===== src/rtl/link_rx_if.sv =====
// Receive handshake and status bundle between link_rx (master) and the
// link port's serial-data register logic (slave).
interface link_rx_if;
    logic [7:0] rx_data;
    logic       rx_valid;
    logic       rx_ready;
    logic       rx_irq;
    logic       rx_overrun;
    logic       rx_ferr;

    modport master (
        output rx_data,
        output rx_valid,
        input  rx_ready,
        output rx_irq,
        output rx_overrun,
        output rx_ferr
    );

    modport slave (
        input  rx_data,
        input  rx_valid,
        output rx_ready,
        input  rx_irq,
        input  rx_overrun,
        input  rx_ferr
    );
endinterface


===== src/rtl/link_rx.sv =====
// 8N1 UART receive front end for the link port with byte FIFO and valid/ready output.
// Define LINK_RX_FIFO_EN for a FIFO_DEPTH-entry FIFO; otherwise a single holding register.
module link_rx #(
    parameter int CLKS_PER_BIT = 36,
    parameter int FIFO_DEPTH   = 4
) (
    input  logic      clockgb,
    input  logic      reset,
    input  logic      UART_RX,
    link_rx_if.master rx_bus
);
    localparam int               CNT_W     = $clog2(CLKS_PER_BIT);
    localparam logic [CNT_W-1:0] HALF_LOAD = CNT_W'(CLKS_PER_BIT / 2 - 1);
    localparam logic [CNT_W-1:0] BIT_LOAD  = CNT_W'(CLKS_PER_BIT - 1);
    localparam logic [CNT_W-1:0] CNT_ZERO  = CNT_W'(0);
    localparam logic [CNT_W-1:0] CNT_ONE   = CNT_W'(1);

    if (CLKS_PER_BIT < 4) begin : g_bad_clks
        $error("link_rx: CLKS_PER_BIT must be at least 4");
    end
    if ((FIFO_DEPTH < 2) || ((FIFO_DEPTH & (FIFO_DEPTH - 1)) != 0)) begin : g_bad_depth
        $error("link_rx: FIFO_DEPTH must be a power of two, at least 2");
    end

    typedef enum logic [1:0] {
        ST_IDLE  = 2'd0,
        ST_START = 2'd1,
        ST_DATA  = 2'd2,
        ST_STOP  = 2'd3
    } state_t;

    logic             sync1_r;
    logic             rxs_r;
    logic             rxs_d_r;
    logic [2:0]       flush_r;
    state_t           state_r;
    logic [CNT_W-1:0] cnt_r;
    logic [2:0]       idx_r;
    logic [7:0]       shift_r;
    logic             ferr_r;
    logic             irq_r;
    logic             overrun_r;
    logic             rx_valid_r;
    logic [7:0]       rx_data_r;

    logic             edge_s;
    logic             cnt_zero_s;
    logic             push_req_s;
    logic             pop_s;
    logic             accept_s;
    logic             drop_s;
    logic             valid_nxt_s;
    logic [7:0]       head_nxt_s;

    // Two-flop synchroniser, delayed copy for edge detection, and a flush
    // marker so the reset value of the flops is never mistaken for a high line.
    always_ff @(posedge clockgb) begin
        if (reset) begin
            sync1_r <= 1'b1;
            rxs_r   <= 1'b1;
            rxs_d_r <= 1'b1;
            flush_r <= 3'b000;
        end else begin
            sync1_r <= UART_RX;
            rxs_r   <= sync1_r;
            rxs_d_r <= rxs_r;
            flush_r <= {flush_r[1:0], 1'b1};
        end
    end

    assign edge_s     = flush_r[2] & rxs_d_r & ~rxs_r;
    assign cnt_zero_s = (cnt_r == CNT_ZERO);
    assign push_req_s = (state_r == ST_STOP) & cnt_zero_s & rxs_r;
    assign pop_s      = rx_valid_r & rx_bus.rx_ready;
    assign drop_s     = push_req_s & ~accept_s;

    // Frame receiver: mid-bit sampling of start, eight data bits and stop.
    always_ff @(posedge clockgb) begin
        if (reset) begin
            state_r <= ST_IDLE;
            cnt_r   <= CNT_ZERO;
            idx_r   <= 3'd0;
            shift_r <= 8'h00;
            ferr_r  <= 1'b0;
        end else begin
            ferr_r <= 1'b0;
            case (state_r)
                ST_IDLE: begin
                    if (edge_s) begin
                        cnt_r   <= HALF_LOAD;
                        state_r <= ST_START;
                    end
                end
                ST_START: begin
                    if (cnt_zero_s) begin
                        if (rxs_r) begin
                            state_r <= ST_IDLE;
                        end else begin
                            cnt_r   <= BIT_LOAD;
                            idx_r   <= 3'd0;
                            state_r <= ST_DATA;
                        end
                    end else begin
                        cnt_r <= cnt_r - CNT_ONE;
                    end
                end
                ST_DATA: begin
                    if (cnt_zero_s) begin
                        shift_r[idx_r] <= rxs_r;
                        cnt_r          <= BIT_LOAD;
                        if (idx_r == 3'd7) begin
                            state_r <= ST_STOP;
                        end else begin
                            idx_r <= idx_r + 3'd1;
                        end
                    end else begin
                        cnt_r <= cnt_r - CNT_ONE;
                    end
                end
                ST_STOP: begin
                    if (cnt_zero_s) begin
                        ferr_r  <= ~rxs_r;
                        state_r <= ST_IDLE;
                    end else begin
                        cnt_r <= cnt_r - CNT_ONE;
                    end
                end
                default: begin
                    state_r <= ST_IDLE;
                end
            endcase
        end
    end

`ifdef LINK_RX_FIFO_EN
    localparam int               PTR_W    = $clog2(FIFO_DEPTH);
    localparam logic [PTR_W-1:0] PTR_ONE  = PTR_W'(1);
    localparam logic [PTR_W:0]   OCC_ZERO = (PTR_W + 1)'(0);
    localparam logic [PTR_W:0]   OCC_ONE  = (PTR_W + 1)'(1);
    localparam logic [PTR_W:0]   OCC_FULL = (PTR_W + 1)'(FIFO_DEPTH);

    logic [7:0]       mem_r [FIFO_DEPTH];
    logic [PTR_W-1:0] wr_ptr_r;
    logic [PTR_W-1:0] rd_ptr_r;
    logic [PTR_W:0]   count_r;
    logic [PTR_W-1:0] rd_ptr_nxt_s;
    logic [PTR_W:0]   old_left_s;
    logic [PTR_W:0]   count_nxt_s;

    // Next-state of the FIFO; the head register is preloaded with whatever
    // entry will sit at the read pointer after this cycle.
    always_comb begin
        accept_s     = push_req_s & ((count_r != OCC_FULL) | pop_s);
        rd_ptr_nxt_s = pop_s ? (rd_ptr_r + PTR_ONE) : rd_ptr_r;
        old_left_s   = count_r - (pop_s ? OCC_ONE : OCC_ZERO);
        count_nxt_s  = old_left_s + (accept_s ? OCC_ONE : OCC_ZERO);
        valid_nxt_s  = (count_nxt_s != OCC_ZERO);
        if (old_left_s != OCC_ZERO) begin
            head_nxt_s = mem_r[rd_ptr_nxt_s];
        end else if (accept_s) begin
            head_nxt_s = shift_r;
        end else begin
            head_nxt_s = rx_data_r;
        end
    end

    // FIFO storage write port.
    always_ff @(posedge clockgb) begin
        if (accept_s) begin
            mem_r[wr_ptr_r] <= shift_r;
        end
    end

    // FIFO pointers and occupancy.
    always_ff @(posedge clockgb) begin
        if (reset) begin
            wr_ptr_r <= {PTR_W{1'b0}};
            rd_ptr_r <= {PTR_W{1'b0}};
            count_r  <= OCC_ZERO;
        end else begin
            if (accept_s) begin
                wr_ptr_r <= wr_ptr_r + PTR_ONE;
            end
            rd_ptr_r <= rd_ptr_nxt_s;
            count_r  <= count_nxt_s;
        end
    end
`else
    // Single holding register: the output register itself is the storage.
    always_comb begin
        accept_s    = push_req_s & (~rx_valid_r | pop_s);
        valid_nxt_s = accept_s | (rx_valid_r & ~pop_s);
        if (accept_s) begin
            head_nxt_s = shift_r;
        end else begin
            head_nxt_s = rx_data_r;
        end
    end
`endif

    // Registered handshake outputs and status flags; a drop outranks a
    // same-cycle pop when deciding the overrun flag.
    always_ff @(posedge clockgb) begin
        if (reset) begin
            rx_data_r  <= 8'h00;
            rx_valid_r <= 1'b0;
            irq_r      <= 1'b0;
            overrun_r  <= 1'b0;
        end else begin
            rx_data_r  <= head_nxt_s;
            rx_valid_r <= valid_nxt_s;
            irq_r      <= accept_s;
            if (drop_s) begin
                overrun_r <= 1'b1;
            end else if (pop_s) begin
                overrun_r <= 1'b0;
            end else begin
                overrun_r <= overrun_r;
            end
        end
    end

    assign rx_bus.rx_data    = rx_data_r;
    assign rx_bus.rx_valid   = rx_valid_r;
    assign rx_bus.rx_irq     = irq_r;
    assign rx_bus.rx_overrun = overrun_r;
    assign rx_bus.rx_ferr    = ferr_r;
endmodule


===== src/flat_wrapper.sv =====
// flat-port wrapper written by rule: the top's interface ports become plain ports
module link_rx_flat 
#(
    parameter int CLKS_PER_BIT = 36,
    parameter int FIFO_DEPTH   = 4
)
  (clockgb, reset, UART_RX, rx_bus_rx_data, rx_bus_rx_valid, rx_bus_rx_ready, rx_bus_rx_irq, rx_bus_rx_overrun, rx_bus_rx_ferr);
  link_rx_if rx_bus_i ();
  input  logic clockgb;
  input  logic reset;
  input  logic UART_RX;
  output wire logic [$bits(rx_bus_i.rx_data)-1:0] rx_bus_rx_data;
  output wire logic [$bits(rx_bus_i.rx_valid)-1:0] rx_bus_rx_valid;
  input wire logic [$bits(rx_bus_i.rx_ready)-1:0] rx_bus_rx_ready;
  output wire logic [$bits(rx_bus_i.rx_irq)-1:0] rx_bus_rx_irq;
  output wire logic [$bits(rx_bus_i.rx_overrun)-1:0] rx_bus_rx_overrun;
  output wire logic [$bits(rx_bus_i.rx_ferr)-1:0] rx_bus_rx_ferr;
  assign rx_bus_rx_data = rx_bus_i.rx_data;
  assign rx_bus_rx_valid = rx_bus_i.rx_valid;
  assign rx_bus_i.rx_ready = rx_bus_rx_ready;
  assign rx_bus_rx_irq = rx_bus_i.rx_irq;
  assign rx_bus_rx_overrun = rx_bus_i.rx_overrun;
  assign rx_bus_rx_ferr = rx_bus_i.rx_ferr;
  link_rx #(.CLKS_PER_BIT(CLKS_PER_BIT), .FIFO_DEPTH(FIFO_DEPTH)) u_core (.clockgb(clockgb), .reset(reset), .UART_RX(UART_RX), .rx_bus(rx_bus_i));
endmodule

===== config.mk =====
export PLATFORM = sky130hd
export DESIGN_NAME = link_rx_flat
export DESIGN_NICKNAME = d
export VERILOG_FILES = /design/src/rtl/link_rx_if.sv /design/src/rtl/link_rx.sv /design/src/flat_wrapper.sv
export SDC_FILE = /design/constraint.sdc
export NUM_CORES = 1
export LEC_CHECK = 0
export CORE_MARGIN = 3
export CORE_UTILIZATION = 60
export CTS_CLUSTER_SIZE = 16
export DETAILED_ROUTE_END_ITERATION = 10
export GPL_ROUTABILITY_DRIVEN = 0
export PLACE_DENSITY_LB_ADDON = 0.1
export SYNTH_ARGS = -nofsm -noshare
export SYNTH_HDL_FRONTEND = slang
export SYNTH_SLANG_ARGS = --single-unit

===== constraint.sdc =====
create_clock -name clockgb -period 3.5 [get_ports clockgb]
set_clock_uncertainty 0.1 [all_clocks]
set_input_delay 0.35 -clock clockgb [delete_from_list [all_inputs] [get_ports clockgb]]
set_output_delay 0.35 -clock clockgb [all_outputs]
set_load 0.05 [all_outputs]

==> metrics.txt <==
final slew viol count 0; area grow syn2layout 11.0%; Initial Utilization 66.8%; final core utilization 74.2%; depth of the CTS H-tree 2; first-pass GRT wire length 6090 um; Buffers on Ports 15; DRT Wirelength 3530 um; Hold Path Sink u_core.rxs_r; Pwr Total roughly 800 uW; CP Class register to register; Avg Cell Area, Syn 9.19 um^2; Die ar. 3590 um^2; simple-gate portion of the synthesized area 21.3%; Peak Freq 467 MHz; post-layout net count between 200 and 250; clk sinks 37; # rows 18; TritonRoute pass-1 iters 4; Hold Crit Class register to register; initial DRC count 60; Buf/Inv on CP 1; Post-Synthesis Cell Area 1750 um^2; Final min period 2.14 ns; Slowest-stage cell, CP nor3b_4; hold path depth 1; asr flop ratio synth 0%; worst slack, placed 1.28 ns; count of final hold-check violations 0; maximum root-to-sink buffer count 2; RSZ-0062 raised after global routing no; mux cell area share after synthesis between 10 and 15%; fin crit share 61.2%; vias in the first global route around 1,400; Root Driver clkbuf_4; r2r setup slk 1.36 ns; Reg-to-Reg Start u_core.cnt_r[0]; Core Footprint 2610 um^2; Compound-Gate Fraction of Synth Area 15.7%; flops & latches, synth 37; Crit path largest cell delay ~0.5 ns; Max VDD drop 0.356 mV; adder-cell share of the synthesized area 5.02%; Via density 5.99; Synth Flop Type dfxtp_1; xor/xnor share of the synthesized area 0%; Boundary Pins 16; Pwr Density 411 nW/um^2; pin count of the biggest net entering global routing 24; cts bufs inserted 5; DP HPWL ~2500 um; sequential cell area fraction in the yosys report between 40% and 50%; setup total negative slack 0 ns; # DRC 0; # diodes 0; startpoint class of the critical path register; Congestion Overflow GR 0; Arr. time, crit path 2.28 ns; main combinational cell family by area after synthesis simple AND/OR/NAND/NOR gates; Die Y 59.9 um; Crit. End Element register; Setup violations, final 0; CP Cell Sequence inv_1 -> ha_1 -> nor3b_4 -> nand4_1 -> nand2b_1 -> mux2i_1; ANT nets after route 0; Via Count 1,389; Max-slew headroom 53.4%; status complete, no violations; Global Route Usage Sum 22.7%; Synth warnings 0; Post-Synthesis Cells 190; routed length per instance 15.2 um; WP data required 3.63 ns; Post-CTS Resized 0; R2R Path End u_core.rx_bus.rx_data[2]; Critical Path Fanout Max 13; Leakage 0.717 nW; Max Cap Viol 0; hold_sp u_core.sync1_r; cts hold-fix bufs 0; # Post-CTS Setup Buffers 0; R2R depth 6; EDFF count, synth 0; clock-pin slew on the worst setup and hold paths 0.10 ns; share of cells above drive strength 1 8.42%; initial antenna violation count 0; Worst-Margin Slew 0.696 ns; fin worst setup slack 1.36 ns; TritonCTS clock tree built; Die X 59.9 um; Unique masters post-synth between 40 and 50; cell family with most CP delay simple AND/OR/NAND/NOR gates; Mapped Nets 201; Worst-Skew Late Latency 0.36 ns
==> metrics by stage <==
step                      instances  hold slack [ns]  instance area (um^2)
after floorplan                 190            0.289                  1750
after global placement          224            0.297                  1880
after detailed placement        224            0.302                  1880
after CTS                       232            0.328                  1940
after global routing            232            0.354                  1940
final                           232            0.325                  1940
==> how the worst max path moves through the flow <==
stage,start,end,slack (ns),depth (start not counted)
2_1_floorplan,u_core.state_r[0],u_core.idx_r[0],1.72,7
3_3_place_gp,reset,u_core.shift_r[2],1.39,5
3_5_place_dp,reset,u_core.shift_r[7],1.28,5
4_1_cts,u_core.cnt_r[0],u_core.idx_r[0],1.37,6
5_1_grt,u_core.cnt_r[0],u_core.idx_r[0],1.17,6
6_report,u_core.cnt_r[0],u_core.rx_bus.rx_data[2],1.36,6
==> power by group <==
group	switching, mW	internal [mW]	leakage (nW)	total (mW)
Clock	0.145	0.0756	0.0310	0.221
Sequential	0.00831	0.431	0.300	0.439
Combinational	0.0887	0.0484	0.386	0.137
==> sequential cells by signal, indices dropped and copies added, names as in the netlist, named ones only <==
name	count
u_core.flush_r	3
u_core.rxs_r	1
u_core.cnt_r	6
u_core.rxs_d_r	1
u_core.rx_bus.rx_irq	1
u_core.rx_bus.rx_ferr	1
u_core.rx_bus.rx_data	8
u_core.idx_r	3
u_core.rx_bus.rx_valid	1
u_core.shift_r	8
u_core.state_r	1
u_core.rx_bus.rx_overrun	1
u_core.sync1_r	1
==> cells in the final DEF (no fill, tap or decap), types with 2 or more instances in the layout <==
cell type / instances
a211oi_1: 2
a21oi_1: 7
a31oi_1: 3
a32oi_1: 2
a41oi_1: 3
and2_1: 4
clkbuf_4: 5
clkdlybuf4s50_1: 15
clkinv_2: 2
dfxtp_1: 37
ha_1: 7
inv_1: 9
mux2i_1: 18
nand2_1: 23
nand2b_1: 6
nand4_1: 2
nor2_1: 14
nor2b_1: 5
nor3_1: 5
o21ai_0: 5
o31ai_1: 2
or2_2: 3
==> worst reg2reg max path, stage by stage (launching register included) <==
cell      delay, ns
dfxtp_1        0.35
inv_1          0.08
ha_1           0.21
nor3b_4        0.49
nand4_1        0.24
nand2b_1       0.38
mux2i_1        0.19
==> layout make-up <==
class | count | area [um^2]
multi-input combinational | 132 | 913
sequential | 37 | 741
timing repair buffer | 16 | 158
fill | 202 | 674
clock buffer | 5 | 37.5
tap | 30 | 37.5
inverter | 9 | 33.8
clock inverter | 3 | 17.5
==> cell usage after synthesis (all sizes together) (2+ instances only) <==
library cell	n	area share [%]
a211oi	2	0.86
a21oi	7	2.0
a221oi	2	1.4
a31oi	3	1.1
a32oi	2	1.0
a41oi	3	1.5
and2	4	1.4
buf	6	2.0
clkbuf	6	1.3
dfxtp	37	42
ha	7	5.0
inv	9	1.9
mux2i	18	10
nand2	23	4.9
nand2b	6	2.2
nand4	2	0.72
nor2	14	3.0
nor2b	5	1.8
nor3	5	1.4
nor3b	2	1.5
o2111ai	2	1.4
o21ai	5	1.4
o31ai	2	0.86
or2	4	1.4
==> kinds of logic (layout without fill, tap and decap cells) <==
logic type | after synthesis | after routing
compound gates | 36 | 36
buf+inv | 21 | 33
fa+ha+maj | 7 | 7
mux | 18 | 18
simple gates | 71 | 71
flops | 37 | 37
==> routing by layer <==
layer / wire length [um] / global-route usage, %
met5: 0 / 0
met4: 67 / 10.1
met3: 138 / 6.91
met2: 1650 / 35.0
met1: 1670 / 28.9
No activity file was read; power rests on OpenSTA's default activity.
